==> config.mk <==
export PLATFORM = sky130hd
export DESIGN_NAME = posit_add_arbiter_flat
export DESIGN_NICKNAME = d
export VERILOG_FILES = /design/src/rtl/posit_add_arbiter_if.sv /design/src/rtl/posit_add_arbiter.sv /design/src/flat_wrapper.sv
export SDC_FILE = /design/constraint.sdc
export NUM_CORES = 1
export LEC_CHECK = 0
export ABC_AREA = 1
export ABC_CLOCK_PERIOD_IN_PS = 3500
export CAP_MARGIN = 0
export CORE_AREA = 2 2 202 204
export CTS_BUF_LIST = sky130_fd_sc_hd__clkbuf_8
export CTS_CLUSTER_DIAMETER = 40
export DETAILED_ROUTE_END_ITERATION = 10
export DIE_AREA = 0 0 204 206
export SYNTH_ARGS = -nofsm -noshare
export SYNTH_HDL_FRONTEND = slang
export SYNTH_SLANG_ARGS = --single-unit
==> constraint.sdc <==
create_clock -name clk -period 3.5 [get_ports clk]
set_input_delay 0.7 -clock clk [delete_from_list [all_inputs] [get_ports clk]]
set_output_delay 0.7 -clock clk [all_outputs]
set_load 0.02 [all_outputs]
==> src/rtl/posit_add_arbiter_if.sv <==
// Bundle of requester handshakes and adder-side signals for posit_add_arbiter.
// slave: the arbiter's view. master: the requesters plus the adder (the environment).
interface posit_add_arbiter_if #(
  parameter int unsigned NREQ = 4
);
  logic [NREQ-1:0]      req_valid;
  logic [NREQ-1:0]      req_ready;
  logic [NREQ*32-1:0]   req_a;
  logic [NREQ*32-1:0]   req_b;
  logic [NREQ-1:0]      rsp_valid;
  logic [NREQ-1:0]      rsp_ready;
  logic [NREQ*32-1:0]   rsp_result;
  logic [NREQ-1:0]      rsp_inf;
  logic [NREQ-1:0]      rsp_zero;
  logic [31:0]          add_in1;
  logic [31:0]          add_in2;
  logic                 add_start;
  logic [31:0]          add_result;
  logic                 add_inf;
  logic                 add_zero;
  logic                 add_done;
  logic [7:0]           inflight;
  logic                 err;

  modport slave (
    input  req_valid, req_a, req_b, rsp_ready,
           add_result, add_inf, add_zero, add_done,
    output req_ready, rsp_valid, rsp_result, rsp_inf, rsp_zero,
           add_in1, add_in2, add_start, inflight, err
  );

  modport master (
    output req_valid, req_a, req_b, rsp_ready,
           add_result, add_inf, add_zero, add_done,
    input  req_ready, rsp_valid, rsp_result, rsp_inf, rsp_zero,
           add_in1, add_in2, add_start, inflight, err
  );
endinterface

==> src/rtl/posit_add_arbiter.sv <==
// Round-robin sharing of one fixed-latency posit adder among NREQ requesters.
// Each requester has at most one op outstanding; results come back through a
// per-requester holding register, routed by a tag pipeline aligned with add_done.
module posit_add_arbiter #(
  parameter int unsigned NREQ    = 4,
  parameter int unsigned LATENCY = 8
) (
  input  logic               clk,
  input  logic               rst_n,
  posit_add_arbiter_if.slave bus
);
  localparam int unsigned IDW = (NREQ > 1) ? $clog2(NREQ) : 1;
  typedef logic [IDW-1:0] id_t;

  // Issue-side state
  logic [NREQ-1:0]      busy_q, busy_d;
  id_t                  ptr_q;
  logic                 add_start_q;
  logic [31:0]          add_in1_q, add_in2_q;
  id_t                  iss_id_q;

  // Tag pipeline and status
  logic [LATENCY-1:0]   tag_vld_q;
  id_t [LATENCY-1:0]    tag_id_q;
  logic [7:0]           inflight_q, inflight_d;
  logic                 err_q;

  // Holding registers
  logic [NREQ-1:0]      rsp_valid_q, rsp_valid_d;
  logic [NREQ-1:0]      rsp_inf_q, rsp_zero_q;
  logic [NREQ*32-1:0]   rsp_result_q;

  // Combinational helpers
  logic [NREQ-1:0]      eligible, gnt_oh, tail_oh, rsp_hs;
  logic                 gnt_any;
  id_t                  gnt_id, cand;
  logic [31:0]          sel_a, sel_b;
  logic                 tail_vld, ret, miss;
  id_t                  tail_id;

  // Round-robin grant: first eligible index at or after ptr, wrapping.
  always_comb begin
    eligible = bus.req_valid & ~busy_q & {NREQ{rst_n}};
    gnt_any  = 1'b0;
    gnt_id   = '0;
    cand     = '0;
    for (int unsigned k = 0; k < NREQ; k++) begin
      cand = id_t'((32'(ptr_q) + k) % NREQ);
      if (!gnt_any && eligible[cand]) begin
        gnt_any = 1'b1;
        gnt_id  = cand;
      end
    end
    gnt_oh = '0;
    if (gnt_any) gnt_oh[gnt_id] = 1'b1;
  end

  // Operand mux for the granted requester.
  always_comb begin
    sel_a = '0;
    sel_b = '0;
    for (int unsigned i = 0; i < NREQ; i++) begin
      if (gnt_id == id_t'(i)) begin
        sel_a = bus.req_a[32*i +: 32];
        sel_b = bus.req_b[32*i +: 32];
      end
    end
  end

  // Return-side decode and next-state for busy, rsp_valid, inflight.
  always_comb begin
    tail_vld = tag_vld_q[LATENCY-1];
    tail_id  = tag_id_q[LATENCY-1];
    ret      = tail_vld & bus.add_done;
    miss     = tail_vld & ~bus.add_done;
    tail_oh  = '0;
    tail_oh[tail_id] = 1'b1;
    rsp_hs      = rsp_valid_q & bus.rsp_ready;
    busy_d      = (busy_q | gnt_oh) & ~rsp_hs & ~(miss ? tail_oh : '0);
    rsp_valid_d = (rsp_valid_q & ~rsp_hs) | (ret ? tail_oh : '0);
    inflight_d  = inflight_q;
    case ({add_start_q, tail_vld})
      2'b10:   inflight_d = inflight_q + 8'd1;
      2'b01:   inflight_d = inflight_q - 8'd1;
      default: inflight_d = inflight_q;
    endcase
  end

  // Issue register: operands, start strobe, requester id, pointer advance.
  always_ff @(posedge clk or negedge rst_n) begin
    if (!rst_n) begin
      add_start_q <= 1'b0;
      add_in1_q   <= '0;
      add_in2_q   <= '0;
      iss_id_q    <= '0;
      ptr_q       <= '0;
    end else begin
      add_start_q <= gnt_any;
      if (gnt_any) begin
        add_in1_q <= sel_a;
        add_in2_q <= sel_b;
        iss_id_q  <= gnt_id;
        ptr_q     <= (32'(gnt_id) == NREQ - 1) ? '0 : gnt_id + id_t'(1);
      end
    end
  end

  // Tag pipeline. The issue register {add_start_q, iss_id_q} acts as the push
  // stage, so the LATENCY-deep tail lines up with the adder's done cycle.
  always_ff @(posedge clk or negedge rst_n) begin
    if (!rst_n) begin
      tag_vld_q <= '0;
      tag_id_q  <= '0;
    end else begin
      tag_vld_q <= {tag_vld_q[LATENCY-2:0], add_start_q};
      tag_id_q  <= {tag_id_q[LATENCY-2:0], iss_id_q};
    end
  end

  // Busy flags, in-flight count and sticky missing-done error.
  always_ff @(posedge clk or negedge rst_n) begin
    if (!rst_n) begin
      busy_q     <= '0;
      inflight_q <= '0;
      err_q      <= 1'b0;
    end else begin
      busy_q     <= busy_d;
      inflight_q <= inflight_d;
      err_q      <= err_q | miss;
    end
  end

  // Holding registers capture the adder output for the tail's requester.
  always_ff @(posedge clk or negedge rst_n) begin
    if (!rst_n) begin
      rsp_valid_q  <= '0;
      rsp_result_q <= '0;
      rsp_inf_q    <= '0;
      rsp_zero_q   <= '0;
    end else begin
      rsp_valid_q <= rsp_valid_d;
      for (int unsigned i = 0; i < NREQ; i++) begin
        if (ret && tail_oh[i]) begin
          rsp_result_q[32*i +: 32] <= bus.add_result;
          rsp_inf_q[i]             <= bus.add_inf;
          rsp_zero_q[i]            <= bus.add_zero;
        end
      end
    end
  end

  assign bus.req_ready  = gnt_oh;
  assign bus.add_start  = add_start_q;
  assign bus.add_in1    = add_in1_q;
  assign bus.add_in2    = add_in2_q;
  assign bus.inflight   = inflight_q;
  assign bus.err        = err_q;
  assign bus.rsp_valid  = rsp_valid_q;
  assign bus.rsp_result = rsp_result_q;
  assign bus.rsp_inf    = rsp_inf_q;
  assign bus.rsp_zero   = rsp_zero_q;
endmodule
==> src/flat_wrapper.sv <==
// flat-port wrapper written by rule: the top's interface ports become plain ports
module posit_add_arbiter_flat 
#(
  parameter int unsigned NREQ    = 4,
  parameter int unsigned LATENCY = 8
)
  (clk, rst_n, bus_req_valid, bus_req_a, bus_req_b, bus_rsp_ready, bus_add_result, bus_add_inf, bus_add_zero, bus_add_done, bus_req_ready, bus_rsp_valid, bus_rsp_result, bus_rsp_inf, bus_rsp_zero, bus_add_in1, bus_add_in2, bus_add_start, bus_inflight, bus_err);
  posit_add_arbiter_if #(.NREQ(NREQ)) bus_i ();
  input  logic clk;
  input  logic rst_n;
  input wire logic [$bits(bus_i.req_valid)-1:0] bus_req_valid;
  input wire logic [$bits(bus_i.req_a)-1:0] bus_req_a;
  input wire logic [$bits(bus_i.req_b)-1:0] bus_req_b;
  input wire logic [$bits(bus_i.rsp_ready)-1:0] bus_rsp_ready;
  input wire logic [$bits(bus_i.add_result)-1:0] bus_add_result;
  input wire logic [$bits(bus_i.add_inf)-1:0] bus_add_inf;
  input wire logic [$bits(bus_i.add_zero)-1:0] bus_add_zero;
  input wire logic [$bits(bus_i.add_done)-1:0] bus_add_done;
  output wire logic [$bits(bus_i.req_ready)-1:0] bus_req_ready;
  output wire logic [$bits(bus_i.rsp_valid)-1:0] bus_rsp_valid;
  output wire logic [$bits(bus_i.rsp_result)-1:0] bus_rsp_result;
  output wire logic [$bits(bus_i.rsp_inf)-1:0] bus_rsp_inf;
  output wire logic [$bits(bus_i.rsp_zero)-1:0] bus_rsp_zero;
  output wire logic [$bits(bus_i.add_in1)-1:0] bus_add_in1;
  output wire logic [$bits(bus_i.add_in2)-1:0] bus_add_in2;
  output wire logic [$bits(bus_i.add_start)-1:0] bus_add_start;
  output wire logic [$bits(bus_i.inflight)-1:0] bus_inflight;
  output wire logic [$bits(bus_i.err)-1:0] bus_err;
  assign bus_i.req_valid = bus_req_valid;
  assign bus_i.req_a = bus_req_a;
  assign bus_i.req_b = bus_req_b;
  assign bus_i.rsp_ready = bus_rsp_ready;
  assign bus_i.add_result = bus_add_result;
  assign bus_i.add_inf = bus_add_inf;
  assign bus_i.add_zero = bus_add_zero;
  assign bus_i.add_done = bus_add_done;
  assign bus_req_ready = bus_i.req_ready;
  assign bus_rsp_valid = bus_i.rsp_valid;
  assign bus_rsp_result = bus_i.rsp_result;
  assign bus_rsp_inf = bus_i.rsp_inf;
  assign bus_rsp_zero = bus_i.rsp_zero;
  assign bus_add_in1 = bus_i.add_in1;
  assign bus_add_in2 = bus_i.add_in2;
  assign bus_add_start = bus_i.add_start;
  assign bus_inflight = bus_i.inflight;
  assign bus_err = bus_i.err;
  posit_add_arbiter #(.NREQ(NREQ), .LATENCY(LATENCY)) u_core (.clk(clk), .rst_n(rst_n), .bus(bus_i));
endmodule
==> metrics.md, run 1 <==
| Metric | Value |
|---|---|
| Status | finished, final reports clean |
| Synthesized Nets | 1719 |
| Max_cap viols | 0 |
| Die Ht | 206 um |
| Routed wire length per instance | 18.0 um |
| Hold Fails Final Rpt | 0 |
| Internal power | 12100 uW |
| Gp weighted congestion | 0.881 |
| DIE AREA | 42000 sq um |
| Dominant cells by area after synthesis | dfrtp_1 (55%), nand2_1 (19%), o21ai_0 (11%), a21oi_1 (4.7%), clkbuf_1 (2.3%) |
| Fmax | 292 MHz |
| # IOs | 519 |
| DIE WIDTH | 204 um |
| Met2 usage | 37.5% |
| Worst hold slack | 274 ps |
| Post-route non-filler standard cell count | 2519 |
| Async set-reset flop share out of synthesis | 100% |
| Cell taking the most area after synthesis | dfrtp_1 |
| Register share of total power | 22.4% |
| IO buf count | 518 |
| Crit-path max cell delay | 480 ps |
| Worst flop-to-flop path startpoint | u_core.ptr_q[0] |
| Hold Crit Class | input pin to async pin |
| Initial antenna violation count | 3 |
| DRT antenna net count | 0 |
| Routed WL | 45400 um |
| CTS tree | built |
| Syn Inst Count | 1406 |
| Sw Ratio | 47.1% |
| GR Layer Usage met3 | 6.61% |
| Post-synth top cells | nand2_1 (560), dfrtp_1 (246), o21ai_0 (238) |
| Fin. max-slew vios | 0 |
| Area Overhead vs Synth | 64.4% |
| Combinational Power Share | 63.1% |
| Worst EP arrival | 2720 ps |
| Startpoint class of the critical path | input pin |
| Crit-path cells | clkdlybuf4s50_1 > nand2_1 > nor2_1 > nand2_1 > buf_4 > a21oi_1 > a21oi_1 > nand2_1 > nand2_1 > nand2_2 > inv_1 > buf_4 > ha_2 > nand2_2 > inv_1 > buf_4 |
| Netlist cell types | 26 |
| Post-synth EDFFs | 0 |
| Core Region | 40200 sq um |
| Placed cells | 2421 |
| Num Clock Sinks | 246 |
| Rel. slew slack | 35.8% |
| Clk pin slew, worst setup/hold paths | 60 ps |
| RR Endpoint | u_core.bus.add_in1[13] |
| TNS Setup | 0 ps |
| Top cell by count, worst path | nand2_1 |
| Crit-path slowest cell | clkdlybuf4s50_1 |
| Worst endpoint required time | 2800 ps |
| Crit end category | output port |
| Syn Area/Cell | 7.97 sq um |
| Most Crowded Layer GR | met2 |
| # fillers | 3980 |
| Clock share of power | 14.5% |
| Post-layout min period | 3420 ps |
| Final period util | 97.7% |
| Post-DP HPWL | 33800 um |
| # DRC | 0 |
| Post-route cell area | 18400 sq um |
| Core Util, Final | 45.9% |
| Placed inst area | 17200 sq um |
| Max clock buf depth | 3 |
| Vias in the first global route | 11537 |
| Final layout net count | 2259 |
| FP Rows | 74 |
| Post-Syn Area | 11200 sq um |
| TritonCTS buffer count | 48 |
| CP Class | input pin to output port |
| First-pass GRT wire length | 67200 um |
| Post-CTS Hold Buffers | 0 |
| Share of cells above drive strength 1 | 8.32% |
| Top_reg_cell synth | dfrtp_1 |
| Crit-path max FO | 3 |
| Most common cell in the synthesized netlist | nand2_1 |
| Maximum VDD drop | 943 uV |
| Congestion Overflow GR | 0 |
| Worst r2r path cells | 18 |
| RSZ-0062 raised after global routing | true |
| Largest net degree at the start of global routing | 171 |
| Pre-antenna DRT Iters | 5 |
| Cell Pwr Density | 1240 nW/um^2 |
| Via count | 11462 |
| Initial DRC Count | 556 |
| Clock latency on the worst-skew pair | 610 ps |
| Seq cells post-synth | 246 |
| Starting Density | 27.9% |
| Vias per cell | 4.55 |
| Switch Pwr | 10700 uW |
| Final Skew | 42.3 ps |
| GRT Util Overall | 21.0% |
| Register-to-register setup slack | 410 ps |
| Seq/Total Area, Yosys | 54.9% |
| Met1 Track Usage GR | 23.3% |
| Share of the synthesized area in the top cell type | 54.9% |
| # setup viols final | 0 |
| Pleak | 0.00847 uW |
| Worst slew pin tran | 963 ps |
| Root Driver | clkbuf_8 |
| Yosys warns | 0 |
| H-tree levels | 2 |
[worst max-delay path: cells and delay by family]
family / cells / cell delay [ps]
adder cells (fa/ha/maj): 1 / 180
buffers and inverters: 6 / 1050
AND/OR/NAND/NOR: 7 / 570
AO/OA/AOI/OAI: 2 / 220
[kinds of logic after synthesis]
logic type	after synthesis	synth area share (%)
AO/OA/AOI/OAI	350	15.8
XOR/XNOR	2	0.156
adder cells (fa/ha/maj)	12	1.41
buffers and inverters	157	5.71
flip-flops	246	54.9
AND/OR/NAND/NOR	639	22.0
[worst max path at each step]
stage                          start               end  slack (ps)  depth (start not counted)
floorplan                      rst_n  bus_req_ready[1]         130                         16
global placement    bus_req_valid[3]  bus_req_ready[1]        -250                         15
detailed placement  bus_req_valid[1]  bus_req_ready[1]        -310                         15
CTS                 bus_req_valid[2]  bus_req_ready[1]           1                         14
global route        bus_req_valid[0]  bus_req_ready[0]         -50                         16
finish              bus_req_valid[3]  bus_req_ready[0]          80                         16
[layout by cell type (no fill, tap or decap), drive strengths merged, types with 2 or more instances in the layout]
master	synthesis	final
o21ai	239	239
ha	11	11
nand2	560	560
a21oi	105	105
buf	15	59
clkbuf	70	59
clkinv	1	5
nand4	8	8
dfrtp	246	246
or2	2	2
a22o	3	3
nor2	49	49
inv	71	90
diode	0	3
clkinvlp	0	2
bufinv	0	7
nand3	19	19
clkdlybuf4s50	0	513
[power by group through the flow]
stage          Sequential [uW]  Clock (uW)  Combinational [uW]
5_1_grt                   5290        3550               15900
3_5_place_dp              5140           0               14400
3_3_place_gp              5110           0               14200
2_1_floorplan             6410           0                6750
6_report                  5120        3300               14400
4_1_cts                   5130        3400               14400
[metal layers]
layer  vias up  wire length, um
met5         -                0
met4         0             1690
met3        76             3940
met2       464            22500
met1      5311            17300
li1       5611                -
[through the flow]
stage          power (uW)  setup WS, ps
2_1_floorplan       13200           131
3_3_place_gp        19300          -249
3_5_place_dp        19500          -308
4_1_cts             22900          1.41
5_1_grt             24800         -45.3
6_report            22800          80.5
[area by class of cell]
class                           instances  area, sq um  area share (%)
Sequential cell                       246         6160            33.4
Timing Repair Buffer                  575         5700            30.9
Multi-Input combinational cell       1003         4500            24.4
Clock buffer                           56          771            4.18
Tap cell                              532          666            3.61
Clock inverter                         32          350            1.90
Inverter                               72          275            1.49
Antenna cell                            3         7.51          0.0407
[registers in the layout, indices dropped and copies added (netlist names), 8 cells and up]
signal and cells:
u_core.bus.add_in2 32, u_core.tag_id_q 14, u_core.bus.add_in1 32, u_core.bus.rsp_result 128, u_core.tag_vld_q 8, u_core.bus.inflight 8
[repair_timing]
| item | 4_1_cts | 5_1_grt |
|---|---|---|
| cloned | 0 | 0 |
| setup endpoints to repair | 4 | 4 |
| resized for setup | 12 | 16 |
| pin swaps | 2 | 8 |
| setup buffers | 4 | 4 |
Power figures use the tool's default switching activity.
==> run 2, diff against run 1 <==
--- a/config.mk
+++ b/config.mk
@@ -10,9 +10,9 @@
 export CAP_MARGIN = 0
 export CORE_AREA = 2 2 202 204
 export CTS_BUF_LIST = sky130_fd_sc_hd__clkbuf_8
-export CTS_CLUSTER_DIAMETER = 40
 export DETAILED_ROUTE_END_ITERATION = 10
 export DIE_AREA = 0 0 204 206
+export HOLD_SLACK_MARGIN = 0.08
 export SYNTH_ARGS = -nofsm -noshare
 export SYNTH_HDL_FRONTEND = slang
 export SYNTH_SLANG_ARGS = --single-unit
==> constraint.sdc (replaced) <==
create_clock -name clk -period 3.5 [get_ports clk]
set_input_delay 1.05 -clock clk [delete_from_list [all_inputs] [get_ports clk]]
set_output_delay 1.05 -clock clk [all_outputs]
set_load 0.02 [all_outputs]
==> metrics.md, run 2 (synthesis results as in run 1) <==
| Metric | Value |
|---|---|
| Routed WL | 44700 um |
| Worst EP arrival | 2560 ps |
| GRT Util Overall | 20.3% |
| Starting Density | 27.9% |
| CTS tree | built |
| Largest register FFs | 128 |
| Routed wire length per instance | 17.8 um |
| Worst hold stages | 0 |
| Clk pin slew, worst setup/hold paths | 60 ps |
| Most frequent cells in the layout | nand2_1 (540), clkdlybuf4s50_1 (509), dfrtp_1 (245) |
| Status | finished, violations left |
| CP Class | input pin to output port |
| Post-route cell area | 18500 sq um |
| Final Skew | 25.9 ps |
| Worst endpoint required time | 2450 ps |
| Final layout net count | 2260 |
| Hold EP | u_core.tag_vld_q[7] |
| Via count | 11551 |
| RR Endpoint | u_core.bus.add_in2[17] |
| Congestion Overflow GR | 0 |
| Fmax | 277 MHz |
| # IOs | 519 |
| Register-to-register setup slack | 270 ps |
| Commonest non-fill, non-tap cell in the layout | nand2_1 |
| Largest net degree at the start of global routing | 118 |
| Die Ht | 206 um |
| Core Region | 40200 sq um |
| DIE WIDTH | 204 um |
| # fillers | 3969 |
| Pre-antenna DRT Iters | 5 |
| Post-DP HPWL | 33700 um |
| Max clock buf depth | 3 |
| H-tree levels | 2 |
| Cell Pwr Density | 1220 nW/um^2 |
| Hold Fails Final Rpt | 0 |
| Failing checks | setup timing |
| Rel. slew slack | 38.0% |
| Vias in the first global route | 11231 |
| Crit end category | output port |
| Hold Crit Class | flop to flop |
| Startpoint class of the critical path | input pin |
| Fin. max-slew vios | 0 |
| Max_cap viols | 0 |
| Placed inst area | 17300 sq um |
| Initial antenna violation count | 3 |
| # setup viols final | 4 |
| # DRC | 0 |
| Worst slew pin tran | 929 ps |
| Area Overhead vs Synth | 64.8% |
| DRT antenna net count | 0 |
| TNS Setup | -364 ps |
| Clock latency on the worst-skew pair | 570 ps |
| Top cell by count, worst path | buf_6 |
| Gp weighted congestion | 0.860 |
| Share of cells above drive strength 1 | 9.48% |
| First-pass GRT wire length | 65600 um |
| Crit-path max FO | 5 |
| Root Driver | clkbuf_8 |
| Worst path buffer plus inverter count | 6 |
| Vias per cell | 4.59 |
| Tot Pwr | 22600 uW |
| TritonCTS buffer count | 44 |
| Pleak | 0.00849 uW |
| Crit-path slowest cell | o21ai_4 |
| Worst r2r path cells | 20 |
| Post-layout min period | 3610 ps |
| Top delay family on crit path | buffers and inverters |
| Initial DRC Count | 590 |
| Worst flop-to-flop path startpoint | u_core.ptr_q[0] |
| HP Start | u_core.tag_vld_q[6] |
| Post-Place Setup Slack | -897 ps |
| Maximum VDD drop | 772 uV |
| Num Clock Sinks | 246 |
| FP Rows | 74 |
| IO buf count | 518 |
| DIE AREA | 42000 sq um |
| Post-CTS Hold Buffers | 0 |
| Crit-path cells | buf_12 > nand4_1 > nand2_4 > o21ai_4 > buf_6 > nand2_2 > nand2_2 > nand3_4 > inv_4 > buf_6 > ha_4 > nand2_4 > inv_2 > buf_6 |
| Worst hold slack | 343 ps |
| RSZ-0062 raised after global routing | true |
| Setup ws final | -113 ps |
| Final period util | 103% |
| Crit-path max cell delay | 220 ps |
## run 2: worst max-delay path by stage
stage	endpoint	cells after the start	slack, ps	startpoint
2_1_floorplan	bus_req_ready[1]	16	-130	rst_n
3_3_place_gp	bus_req_ready[0]	15	-860	bus_req_valid[0]
3_5_place_dp	bus_req_ready[0]	15	-900	bus_req_valid[0]
4_1_cts	bus_req_ready[3]	15	-80	rst_n
5_1_grt	bus_req_ready[3]	14	-190	rst_n
6_report	bus_req_ready[3]	14	-110	rst_n
## run 2: through the flow
step,cells,utilization [%]
4_1_cts,2513,45.8
2_1_floorplan,1406,-
3_3_place_gp,2419,42.9
5_1_grt,2516,46.0
3_5_place_dp,2419,42.9
6_report,2516,46.0
## run 2: routing by layer
| metal | share of wire (%) | vias up | GRT usage [%] |
|---|---|---|---|
| met3 | 9.7 | 82 | 6.58 |
| met4 | 4.0 | 0 | 8.57 |
| met2 | 47 | 524 | 33.5 |
| li1 | - | 5608 | - |
| met1 | 40 | 5337 | 24.4 |
| met5 | 0 | - | 0 |
## run 2: final cells by class
cell class,instances,area [sq um],share of cell area (%)
Antenna cell,1,2.50,0.0135
Clock buffer,57,785,4.24
Clock inverter,25,170,0.921
Inverter,72,283,1.53
Multi-Input combinational cell,1003,4610,24.9
Sequential cell,246,6160,33.3
Tap cell,532,666,3.60
Timing Repair Buffer,580,5810,31.4
## run 2: power breakdown
group	internal [uW]	switching (uW)	total, uW
Combinational	6080	8620	14700
Sequential	4310	766	5080
Clock	1620	1240	2860
## run 2: timing repair
| item | in CTS | in global routing |
|---|---|---|
| endpoints found under the setup margin | 29 | 11 |
| pin swaps | 25 | 14 |
| gates resized for setup | 61 | 19 |
| cloned | 1 | 0 |
| setup buffers | 11 | 2 |
## run 2: worst reg2reg max path, stage by stage (launching register included)
cell     delay (ps)
dfrtp_2         480
nand4_1         220
nand2_4          90
o21ai_4         220
buf_6           130
nand4_4         100
nand3_4         120
inv_4            40
buf_4           130
ha_4            160
buf_4           120
buf_4           140
nor2_4          120
buf_12          200
buf_4           240
nand2_1          70
nand2_1          50
o21ai_0          70
o21ai_0         240
nand2_1         100
nand2_1         110
==> run 3, diff against run 2 <==
--- a/config.mk
+++ b/config.mk
@@ -8,11 +8,12 @@
 export ABC_AREA = 1
 export ABC_CLOCK_PERIOD_IN_PS = 3500
 export CAP_MARGIN = 0
-export CORE_AREA = 2 2 202 204
+export CORE_AREA = 3 3 203 205
 export CTS_BUF_LIST = sky130_fd_sc_hd__clkbuf_8
 export DETAILED_ROUTE_END_ITERATION = 10
-export DIE_AREA = 0 0 204 206
+export DIE_AREA = 0 0 206 208
 export HOLD_SLACK_MARGIN = 0.08
+export SKIP_CTS_REPAIR_TIMING = 1
 export SYNTH_ARGS = -nofsm -noshare
 export SYNTH_HDL_FRONTEND = slang
 export SYNTH_SLANG_ARGS = --single-unit
==> metrics.md, run 3 (synthesis results as in run 1) <==
| Metric | Value |
|---|---|
| Status | finished, violations left |
| Failing checks | setup timing |
| # setup viols final | 4 |
| Max_cap viols | 0 |
| Num Clock Sinks | 246 |
| Reg area | 6160 sq um |
| Worst endpoint required time | 2450 ps |
| Die Ht | 208 um |
| Final layout net count | 2236 |
| Clk pin slew, worst setup/hold paths | 50 ps |
| Post-route cell area | 18200 sq um |
| Via count | 11427 |
| CTS tree | built |
| Crit-path cells | dlymetal6s2s_1 > nand2_1 > nor2_1 > nand2_1 > nand3_2 > nand2_2 > inv_2 > nand2_2 > nand2_1 > nand2_2 > nand3_2 > inv_2 > buf_4 > ha_4 > nand2_4 > inv_4 > buf_6 |
| Crit-path max FO | 3 |
| RSZ-0062 raised after global routing | true |
| Congestion Overflow GR | 0 |
| GRT Util Overall | 20.7% |
| First-pass GRT wire length | 67600 um |
| # DRC | 0 |
| Startpoint class of the critical path | input pin |
| Hold Crit Class | flop to flop |
| Crit-path max cell delay | 160 ps |
| Vias per cell | 4.60 |
| Fin. max-slew vios | 0 |
| Initial DRC Count | 652 |
| IO buf count | 518 |
| FP Rows | 73 |
| Pleak | 0.00832 uW |
| Placed inst area | 17100 sq um |
| Rel. slew slack | 38.9% |
| Placed cells | 2397 |
| Core Region | 39600 sq um |
| Post-Place Setup Slack | -995 ps |
| H-tree levels | 2 |
| # IOs | 519 |
| Maximum VDD drop | 925 uV |
| Most frequent cells in the layout | nand2_1 (544), clkdlybuf4s50_1 (509), dfrtp_1 (245) |
| Largest net degree at the start of global routing | 73 |
| Pre-antenna DRT Iters | 5 |
| Starting Density | 28.3% |
| Max clock buf depth | 3 |
| Worst slew pin tran | 917 ps |
| Fmax | 275 MHz |
| Gp weighted congestion | 0.960 |
| Clock latency on the worst-skew pair | 580 ps |
| Final period util | 104% |
| Crit end category | output port |
| Setup ws final | -139 ps |
| Routed WL | 46300 um |
| Vias in the first global route | 11140 |
| Crit-path slowest cell | ha_4 |
| DIE WIDTH | 206 um |
| # fillers | 3957 |
| Root Driver | clkbuf_8 |
| Commonest non-fill, non-tap cell in the layout | nand2_1 |
| DIE AREA | 42800 sq um |
| Largest register FFs | 128 |
| Cell Pwr Density | 1200 nW/um^2 |
| Share of cells above drive strength 1 | 7.64% |
| Final Skew | 29.2 ps |
| Initial antenna violation count | 8 |
| Area Overhead vs Synth | 62.0% |
| CP Class | input pin to output port |
| Area of the multi-input gates | 4580 sq um |
| Worst EP arrival | 2590 ps |
| Tot Pwr | 21800 uW |
| Hold Fails Final Rpt | 0 |
| DRT antenna net count | 0 |
| TNS Setup | -450 ps |
| Post-route non-filler standard cell count | 2482 |
| Post-layout min period | 3640 ps |
| TritonCTS buffer count | 43 |
| Routed wire length per instance | 18.6 um |
| Post-DP HPWL | 34700 um |
-- run 3: cell types whose count changed in the layout (fill, tap and decap cells not counted), moves of 3 or more --
cell      delta
nand2_1      +4
clkbuf_8     -5
nand3_2      +3
buf_4       -21
nand2_4      -4
clkinv_2     -4
buf_6        -3
diode_2      +6
-- run 3: worst paths after layout --
kind	from	end	slack (ps)	cells after the start
worst max register to register	u_core.ptr_q[0]	u_core.bus.add_in1[7]	260	18
max in group asynchronous	rst_n	u_core.bus.rsp_result[109]	570	4
worst max-delay path	bus_req_valid[2]	bus_req_ready[1]	-140	17
worst min-delay path	u_core.tag_vld_q[2]	u_core.tag_vld_q[3]	340	0
worst min register to register	u_core.tag_vld_q[2]	u_core.tag_vld_q[3]	340	0
min in group asynchronous	rst_n	u_core.ptr_q[1]	470	3
-- run 3: worst max-delay path, delay by kind of cell --
family | cells | cell delay, ps
fa+ha+maj | 1 | 160
buf+inv | 6 | 530
simple gates | 10 | 860
-- run 3: power by group --
part / internal, uW / total, uW / switching [uW]
sequential: 4310 / 5070 / 760
combinational: 5700 / 14100 / 8390
clock: 1410 / 2600 / 1190
total: 11400 / 21800 / 10300
-- run 3: metrics by stage --
step / hold WS, ps / utilization [%]
final: 337 / 45.8
after global routing: 343 / 45.8
after CTS: 330 / 45.3
after detailed placement: 335 / 43.2
after global placement: 332 / 43.2
after floorplan: 331 / -
-- run 3: area by class of cell --
| cell class | instances | share of cell area (%) |
|---|---|---|
| Sequential cell | 246 | 33.9 |
| Timing Repair Buffer | 557 | 31.0 |
| Multi-Input combinational cell | 1003 | 25.2 |
| Clock buffer | 52 | 3.94 |
| Tap cell | 525 | 3.62 |
| Inverter | 72 | 1.52 |
| Clock inverter | 20 | 0.689 |
| Antenna cell | 7 | 0.0965 |
-- run 3: metal layers --
metal,global-route usage (%),share of wire [%]
met5,0,0
met4,8.66,3.5
met3,6.24,10
met2,35.0,49
met1,24.3,38
